File: config.mk
export PLATFORM = sky130hd
export DESIGN_NAME = alu_seq_ctrl
export DESIGN_NICKNAME = d
export VERILOG_FILES = /design/src/rtl/alu_seq_ctrl.sv
export SDC_FILE = /design/constraint.sdc
export NUM_CORES = 1
export LEC_CHECK = 0
export ABC_AREA = 0
export BUFFER_PORTS_ARGS = -buffer_cell sky130_fd_sc_hd__buf_2
export CAP_MARGIN = 20
export CORE_AREA = 10 10 195 197
export CTS_CLUSTER_DIAMETER = 200
export DETAILED_ROUTE_END_ITERATION = 16
export DIE_AREA = 0 0 205 207
export RECOVER_POWER = 50
export SLEW_MARGIN = 20
export SYNTH_ARGS = -nofsm -noshare
export SYNTH_HDL_FRONTEND = slang
export SYNTH_SLANG_ARGS = --single-unit
File: constraint.sdc
create_clock -name clk -period 2.1 [get_ports clk]
set_clock_uncertainty 0.05 [all_clocks]
set_input_delay 0.105 -clock clk [delete_from_list [all_inputs] [get_ports clk]]
set_output_delay 0.105 -clock clk [all_outputs]
set_load 0.05 [all_outputs]
File: src/rtl/alu_seq_ctrl.sv
// Sequencer that runs 32-bit and 64-bit add/sub/logic operations through an external 32-bit ALU,
// taking one ALU pass for 32-bit ops and two (low half, then high half with carry chain) for 64-bit ops.
module alu_seq_ctrl (
    input  logic        clk,
    input  logic        rst,
    input  logic        req_valid,
    output logic        req_ready,
    input  logic [2:0]  req_op,
    input  logic [63:0] req_a,
    input  logic [63:0] req_b,
    input  logic [31:0] req_imm,
    output logic        rsp_valid,
    input  logic        rsp_ready,
    output logic [63:0] rsp_y,
    output logic        rsp_c,
    output logic        rsp_v,
    output logic        rsp_n,
    output logic        rsp_z,
    output logic [31:0] alu_a,
    output logic [31:0] alu_b,
    output logic [31:0] alu_imm,
    output logic        alu_src,
    output logic        alu_bsel,
    output logic        alu_cisel,
    output logic        alu_loa,
    output logic        alu_logop,
    input  logic [31:0] alu_y,
    input  logic        alu_c,
    input  logic        alu_v,
    input  logic        alu_n,
    input  logic        alu_z,
    output logic [15:0] op_count
);

    // state | meaning
    // IDLE  | waiting for a request, req_ready=1
    // LO    | ALU runs the 32-bit op or the low half of a 64-bit op
    // HI    | ALU runs the high half of a 64-bit op, carry chained from LO
    // RESP  | result held on rsp_* until the consumer accepts it
    typedef enum logic [1:0] {IDLE, LO, HI, RESP} state_t;

    localparam logic [2:0] OP_SUB32  = 3'b001;
    localparam logic [2:0] OP_AND32  = 3'b010;
    localparam logic [2:0] OP_OR32   = 3'b011;
    localparam logic [2:0] OP_ADDI32 = 3'b100;
    localparam logic [2:0] OP_SUBI32 = 3'b101;
    localparam logic [2:0] OP_ADD64  = 3'b110;
    localparam logic [2:0] OP_SUB64  = 3'b111;

    state_t      state, state_nxt;
    logic [2:0]  op_q;
    logic [63:0] a_q;
    logic [63:0] b_q;
    logic [31:0] imm_q;
    logic        is_sub;
    logic        is_64;

    assign is_sub = (op_q == OP_SUB32) || (op_q == OP_SUBI32) || (op_q == OP_SUB64);
    assign is_64  = (op_q == OP_ADD64) || (op_q == OP_SUB64);

    always_ff @(posedge clk) begin
        if (rst) begin
            state    <= IDLE;
            op_q     <= '0;
            a_q      <= '0;
            b_q      <= '0;
            imm_q    <= '0;
            rsp_y    <= '0;
            rsp_c    <= 1'b0;
            rsp_v    <= 1'b0;
            rsp_n    <= 1'b0;
            rsp_z    <= 1'b0;
            op_count <= '0;
        end else begin
            state <= state_nxt;
            case (state)
                IDLE: begin
                    if (req_valid) begin
                        op_q  <= req_op;
                        a_q   <= req_a;
                        b_q   <= req_b;
                        imm_q <= req_imm;
                    end
                end
                LO: begin
                    // rsp_c doubles as the carry fed into the HI pass
                    rsp_y <= {32'h0, alu_y};
                    rsp_c <= alu_c;
                    rsp_v <= alu_v;
                    rsp_n <= alu_n;
                    rsp_z <= alu_z;
                end
                HI: begin
                    rsp_y[63:32] <= alu_y;
                    rsp_c        <= alu_c;
                    rsp_v        <= alu_v;
                    rsp_n        <= alu_n;
                    rsp_z        <= rsp_z & alu_z;
                end
                RESP: begin
                    if (rsp_ready) begin
                        op_count <= op_count + 16'd1;
                    end
                end
                default: ;
            endcase
        end
    end

    always_comb begin
        state_nxt = state;
        req_ready = 1'b0;
        rsp_valid = 1'b0;
        alu_a     = '0;
        alu_b     = '0;
        alu_imm   = '0;
        alu_src   = 1'b0;
        alu_bsel  = 1'b0;
        alu_cisel = 1'b0;
        alu_loa   = 1'b0;
        alu_logop = 1'b0;
        case (state)
            IDLE: begin
                req_ready = 1'b1;
                if (req_valid) state_nxt = LO;
            end
            LO: begin
                alu_a     = a_q[31:0];
                alu_b     = b_q[31:0];
                alu_imm   = imm_q;
                alu_src   = (op_q == OP_ADDI32) || (op_q == OP_SUBI32);
                alu_bsel  = is_sub;
                alu_cisel = is_sub;
                alu_logop = (op_q == OP_AND32) || (op_q == OP_OR32);
                alu_loa   = (op_q == OP_OR32);
                state_nxt = is_64 ? HI : RESP;
            end
            HI: begin
                alu_a     = a_q[63:32];
                alu_b     = b_q[63:32];
                alu_bsel  = is_sub;
                alu_cisel = rsp_c;
                state_nxt = RESP;
            end
            RESP: begin
                rsp_valid = 1'b1;
                if (rsp_ready) state_nxt = IDLE;
            end
            default: state_nxt = IDLE;
        endcase
    end

endmodule
==> flow_summary.ini, run 1 <==
[drt]
finalWirelength_mm = 46.7
firstDrtPassIters = 5
vias = 11600
wl_per_cell_microns = 19.9
via_per_inst = 4.93
drc = 0
drtIter0Drc = 686
ant_nets = 0

[floorplan]
initial_core_util_pct = 29.6
core-area_sq_mm = 0.0341
io_pins = 390
die-area_sq_mm = 0.0424
rows = 68
die_h_microns = 207
die_w_microns = 205

[timing]
setup_viol_count_final = 64
hold_viol_final = 0
worst_pin_slew_ns = 0.696
max_clock_freq_mhz = 454
slew_headroom_pct = 53.8
fin_tns_setup_ns = -2.76
final-max-slew-violation-count = 0
fin_crit_ns = 2.20
layout_setup_ws_ns = -0.104
rsz0062_at_grt = yes
fin_crit_sh_pct = 105

[final_layout]
layout_commonest_cell = nand2_1
area_growth_syn_to_layout_pct = 77.3
ff_latch_area_sq_mm = 0.00499
final_cell_area_sq_mm = 0.0179
drive_gt1_share_pct = 31.4
multi_input_area_sq_mm = 0.00528
num-nets-final = 2083
layout_common_cells = nand2_1, dfxtp_1, buf_2
fillers = 2910

[clock_tree]
clk_path_buf_depth = 3
cts_tree = yes
path_clk_slew_ns = 0.06
insertion_delay_ns = 0.55
htree_levels = 1
cts-root-buf = clkbuf_16
cts_buffers = 28
clock_sinks = 249

[global_routing]
grt_pass1_wl_mm = 65.1
track_usage_pct = 18.8
grt_pass1_vias = 11500
antenna_found_initial = 3
grt-ovfl-total = 0
grt_max_degree = 96

[synthesis]
synth_area_sq_mm = 0.0101
yosysUniqueCellTypes = 32
syn_avg_cell_area_sq_um = 8.01
ys_seq_elements = 249
syn_inst = 1262
synthesis.nets = 1471
seq_area_frac_synth_pct = 49.3
synth_warnings = 0

[pwr]
p_leak_uw = 0.00707
p_clk_share_pct = 21.7
p_comb_share_pct = 51.6
p_switching_uw = 9180
intPower_uw = 13900
swShare_pct = 39.8
power_uw = 23100
vdd_drop_max_v = 0.000749
power_density_mw_per_mm2 = 1290
seq_power_share_pct = 26.7

[hold_path]
hold_class = primary input to register
min_from = req_a[57]

[placed_design]
place_area_sq_mm = 0.0127
gp_congestion = 0.818
hpwl_mm = 25.6
io_buffers = 389

[worst_setup_path]
crit_type = register to output pin
crit_slowest_cell = dfxtp_4
cp-start-kind = register
critPathArrivalTime_ns = 2.05
crit_path_start = state[1]
worstReg2RegStart = state[1]
critPathRequiredTime_ns = 1.95
cp_max_fo = 4
crit_top_cell = buf_12
end_kind = output pin
crit_path_cell_trace = inv_6 > ha_4 > buf_12 > buf_12 > clkbuf_16 > a22oi_2 > nor2b_1 > buf_6
cpPeakStageDelay_ns = 0.38

[run_status]
failed_checks = negative setup slack
status = finished with violations

[run]
cap_viol_max_count = 0
-- metrics by stage --
stage	std cells	hold slack, ns	util (%)	setup slack, ns
after floorplan	1262	0.191	-	-0.0505
after global placement	2029	0.291	37.3	0.155
after detailed placement	2029	0.300	37.3	0.137
after CTS	2320	0.266	50.1	-0.105
after global routing	2351	0.286	52.5	-0.152
final	2351	0.290	52.5	-0.104
-- cells in the mapped netlist --
| library cell | number | area [sq um] |
|---|---|---|
| and4_1 | 1 | 8.76 |
| nand4_1 | 4 | 25.0 |
| xnor2_1 | 8 | 70.1 |
| nand4_2 | 1 | 12.5 |
| a32o_1 | 1 | 10.0 |
| clkbuf_1 | 78 | 293 |
| nand2b_1 | 33 | 206 |
| xor2_1 | 4 | 35.0 |
| dfxtp_1 | 249 | 4980 |
| inv_1 | 9 | 33.8 |
| dlymetal6s4s_1 | 1 | 12.5 |
| a2111oi_0 | 1 | 8.76 |
| nor2b_1 | 65 | 407 |
| and3_1 | 1 | 6.26 |
| mux2i_1 | 36 | 360 |
| ha_1 | 6 | 75.1 |
| or3_1 | 4 | 25.0 |
| nand3_1 | 36 | 180 |
| nor2_1 | 50 | 188 |
| a211oi_1 | 1 | 7.51 |
| a22oi_1 | 64 | 480 |
| nand2_1 | 335 | 1260 |
| buf_2 | 14 | 70.1 |
| o22ai_1 | 1 | 6.26 |
| buf_6 | 1 | 11.3 |
| o21bai_1 | 1 | 7.51 |
| a21oi_1 | 200 | 1000 |
| nor4_1 | 5 | 31.3 |
| buf_1 | 11 | 41.3 |
| o21ai_0 | 3 | 15.0 |
| and2_1 | 34 | 213 |
| nor3_1 | 4 | 20.0 |
-- area by class of cell --
type                    instances  area share, %
clock inverters                12          0.740
inverters                       9          0.244
diodes                          2         0.0279
clock buffers                  38           4.57
repair buffers                687           33.9
well taps                     455           3.18
flip-flops and latches        249           27.9
multi-input cells             899           29.5
-- worst max-delay path, delay by kind of cell, from the launching register on --
kind | cells | cell delay (ns)
AND/OR/NAND/NOR | 1 | 0.09
buffers and inverters | 5 | 0.64
adder cells (fa/ha/maj) | 1 | 0.17
AO/OA/AOI/OAI | 1 | 0.21
flip-flops | 1 | 0.38
-- logic make-up (layout without fill, tap and decap cells) --
group	after synthesis	in the layout	synth area share [%]
buf+inv	114	746	4.57
xor+xnor	12	12	1.04
fa+ha+maj	6	6	0.743
flops	249	249	49.3
simple gates	573	573	25.5
mux	36	36	3.57
compound gates	272	272	15.2
other cells	0	2	0
-- registers in the layout (all words and copies together) (netlist names) --
| signal | flops |
|---|---|
| imm_q | 32 |
| rsp_z | 1 |
| op_count | 16 |
| op_q | 3 |
| b_q | 64 |
| rsp_c | 1 |
| rsp_n | 1 |
| state | 2 |
| rsp_y | 64 |
| a_q | 64 |
| rsp_v | 1 |
-- path summary, 6_finish.rpt --
kind / end / slack [ns] / depth (start not counted)
worst max-delay path: alu_b[21] / -0.10 / 8
worst min-delay path: a_q[57] / 0.29 / 4
worst min register to register: imm_q[28] / 0.40 / 2
worst max register to register: rsp_y[18] / 0.02 / 8
-- repair_timing --
item                                    in CTS  in global routing
endpoints found under the hold margin      248                  0
pin swaps                                   14                 28
setup buffers                               21                 16
endpoints found under the setup margin     101                106
hold buffers                               212                  0
resized for setup                          240                137
gates cloned                                 9                 17
-- routing by layer --
metal	vias up	wire (microns)	share of wire, %	GRT usage [%]
li1	5413	-	-	-
met1	5504	18500	40	22.2
met2	522	22800	49	31.5
met3	151	3340	7.1	4.43
met4	2	2100	4.5	8.52
met5	-	8	0.017	0
-- power by group through the flow --
stage / registers [uW] / logic (uW) / clock network, uW
finish: 6160 / 11900 / 5010
global route: 6260 / 12500 / 5340
CTS: 6090 / 9970 / 5130
detailed placement: 6120 / 7720 / 0
global placement: 6090 / 7620 / 0
floorplan: 6840 / 4510 / 0
Power figures use the tool's default switching activity.
==> run 2, diff against run 1 <==
--- a/config.mk
+++ b/config.mk
@@ -8,10 +8,13 @@
 export ABC_AREA = 0
 export BUFFER_PORTS_ARGS = -buffer_cell sky130_fd_sc_hd__buf_2
 export CAP_MARGIN = 20
-export CORE_AREA = 10 10 195 197
+export CELL_PAD_IN_SITES_DETAIL_PLACEMENT = 0
+export CELL_PAD_IN_SITES_GLOBAL_PLACEMENT = 1
+export CORE_AREA = 8 8 193 195
 export CTS_CLUSTER_DIAMETER = 200
 export DETAILED_ROUTE_END_ITERATION = 16
-export DIE_AREA = 0 0 205 207
+export DIE_AREA = 0 0 201 203
+export PLACE_DENSITY_LB_ADDON = 0.1
 export RECOVER_POWER = 50
 export SLEW_MARGIN = 20
 export SYNTH_ARGS = -nofsm -noshare
==> run 2 against run 1 <==
Effect of this change: the flow still finishes with violations (negative setup slack); combinational power about the same; clock-buffer cell count up 4; power down 1.9%; core utilization down 0.84 points; first-iteration DRC count down 40%; via count down 6.3%; final area down 1.6%; fmax up 2.4%; cell count down 0.21%; largest cell class unchanged.
==> flow_summary.ini, run 2 (same netlist as run 1, synthesis figures left out) <==
[global_routing]
grt-ovfl-total = 0
grt_pass1_vias = 11300
track_usage_pct = 19.1
antenna_found_initial = 2
grt_pass1_wl_mm = 64.1
grt_max_degree = 86

[floorplan]
die_w_microns = 201
die_h_microns = 203
rows = 68
initial_core_util_pct = 29.6
core-area_sq_mm = 0.0341
die-area_sq_mm = 0.0408
io_pins = 390

[timing]
fin_crit_ns = 2.15
fin_tns_setup_ns = -0.229
setup_viol_count_final = 15
final-max-slew-violation-count = 0
fin_crit_sh_pct = 102
slew_headroom_pct = 51.0
rsz0062_at_grt = yes
worst_pin_slew_ns = 0.738
hold_viol_final = 0
whs_ns = 0.0597
layout_setup_ws_ns = -0.0519
max_clock_freq_mhz = 465

[run_status]
status = finished with violations
failed_checks = negative setup slack

[run]
cap_viol_max_count = 0

[clock_tree]
path_clk_slew_ns = 0.06
cts-root-buf = clkbuf_16
clk_path_buf_depth = 3
cts_tree = yes
insertion_delay_ns = 0.53
clock_sinks = 249
htree_levels = 1
cts_buffers = 29

[placed_design]
hpwl_mm = 27.3
gp_congestion = 0.779
preCtsSetupSlack_ns = 0.185
io_buffers = 389

[worst_setup_path]
setup.worst_path.end = alu_a[29]
end_kind = output pin
critPathRequiredTime_ns = 1.95
cp_max_fo = 6
rr_endpoint = rsp_y[28]
cp-start-kind = register
worstRegToRegCells = 8
crit_path_start = state[1]
r2r_slack_ns = 0.21
worstReg2RegStart = state[0]
critPathArrivalTime_ns = 2.00
crit_type = register to output pin

[drt]
finalWirelength_mm = 42.5
via_per_inst = 4.63
drc = 0
firstDrtPassIters = 5
vias = 10900
wl_per_cell_microns = 18.1
drtIter0Drc = 411
ant_nets = 0

[pwr]
intPower_uw = 13900
seq_power_share_pct = 27.0
p_clk_share_pct = 21.9
p_switching_uw = 8760
vdd_drop_max_v = 0.000640
p_comb_share_pct = 51.1
swShare_pct = 38.7
p_leak_uw = 0.00699
power_density_mw_per_mm2 = 1280

[final_layout]
drive_gt1_share_pct = 31.0
fillers = 3308
num-nets-final = 2079
utilization_pct = 51.7
layout_commonest_cell = nand2_1
layout_common_cells = nand2_1, dfxtp_1, buf_2
area_growth_syn_to_layout_pct = 74.5
top_regs = a_q (64), b_q (64), rsp_y (64)

[hold_path]
hold_class = primary input to register
run 2: cell types whose count changed in the layout (fill, tap and decap cells not counted), sizes merged:
cell,change
clkinvlp,+1
diode,-1
dlygate4sd3,-12
bufbuf,-1
buf,+12
clkinv,-4
run 2: per-stage QoR:
step,cell area [sq um],total power (uW),std cells
after global placement,12800,14000,2043
final,17600,22600,2346
after CTS,16800,21200,2318
after global routing,17600,23800,2346
after floorplan,10200,11400,1262
after detailed placement,12800,14100,2043
run 2: critical path: stages, from the launching register on:
cell	delay (ns)
dfxtp_4	0.36
buf_6	0.12
ha_4	0.18
buf_12	0.15
clkbuf_16	0.16
a22oi_2	0.26
nor2b_4	0.07
buf_8	0.15
run 2: repair_timing:
item,CTS,global route
resized for setup,223,140
endpoints found under the setup margin,101,88
pin swaps,3,18
gates cloned,5,13
hold endpoints to repair,233,0
setup buffers,19,17
hold buffers,200,0
run 2: routing by layer:
metal,global-route usage (%),wire (microns)
met5,0,8
met4,6.36,1250
met3,3.86,1990
met2,33.2,20900
met1,23.2,18300
run 2: how the worst min path moves through the flow:
stage | start | to | slack, ns | cells after the start
floorplan | req_imm[0] | imm_q[0] | 0.19 | 2
global placement | req_a[12] | a_q[12] | 0.30 | 3
detailed placement | req_a[38] | a_q[38] | 0.30 | 3
CTS | req_valid | state[1] | 0.003 | 4
global route | req_valid | state[1] | 0.08 | 4
finish | req_valid | state[1] | 0.06 | 4
run 2: power by group through the flow:
stage / logic (uW) / registers (uW) / clock network [uW]
global route: 12300 / 6220 / 5300
finish: 11600 / 6110 / 4950
floorplan: 4510 / 6840 / 0
CTS: 10100 / 6060 / 5070
detailed placement: 7990 / 6120 / 0
global placement: 7930 / 6120 / 0
run 2: cell type report:
cell class                      count  area, sq um  area share (%)
Timing Repair Buffer              682         5750            32.6
Multi-Input combinational cell    899         5340            30.3
Sequential cell                   249         4990            28.3
Clock buffer                       42          835            4.73
Tap cell                          455          569            3.23
Clock inverter                      9         97.6           0.554
Inverter                            9         41.3           0.234
Antenna cell                        1         2.50          0.0142
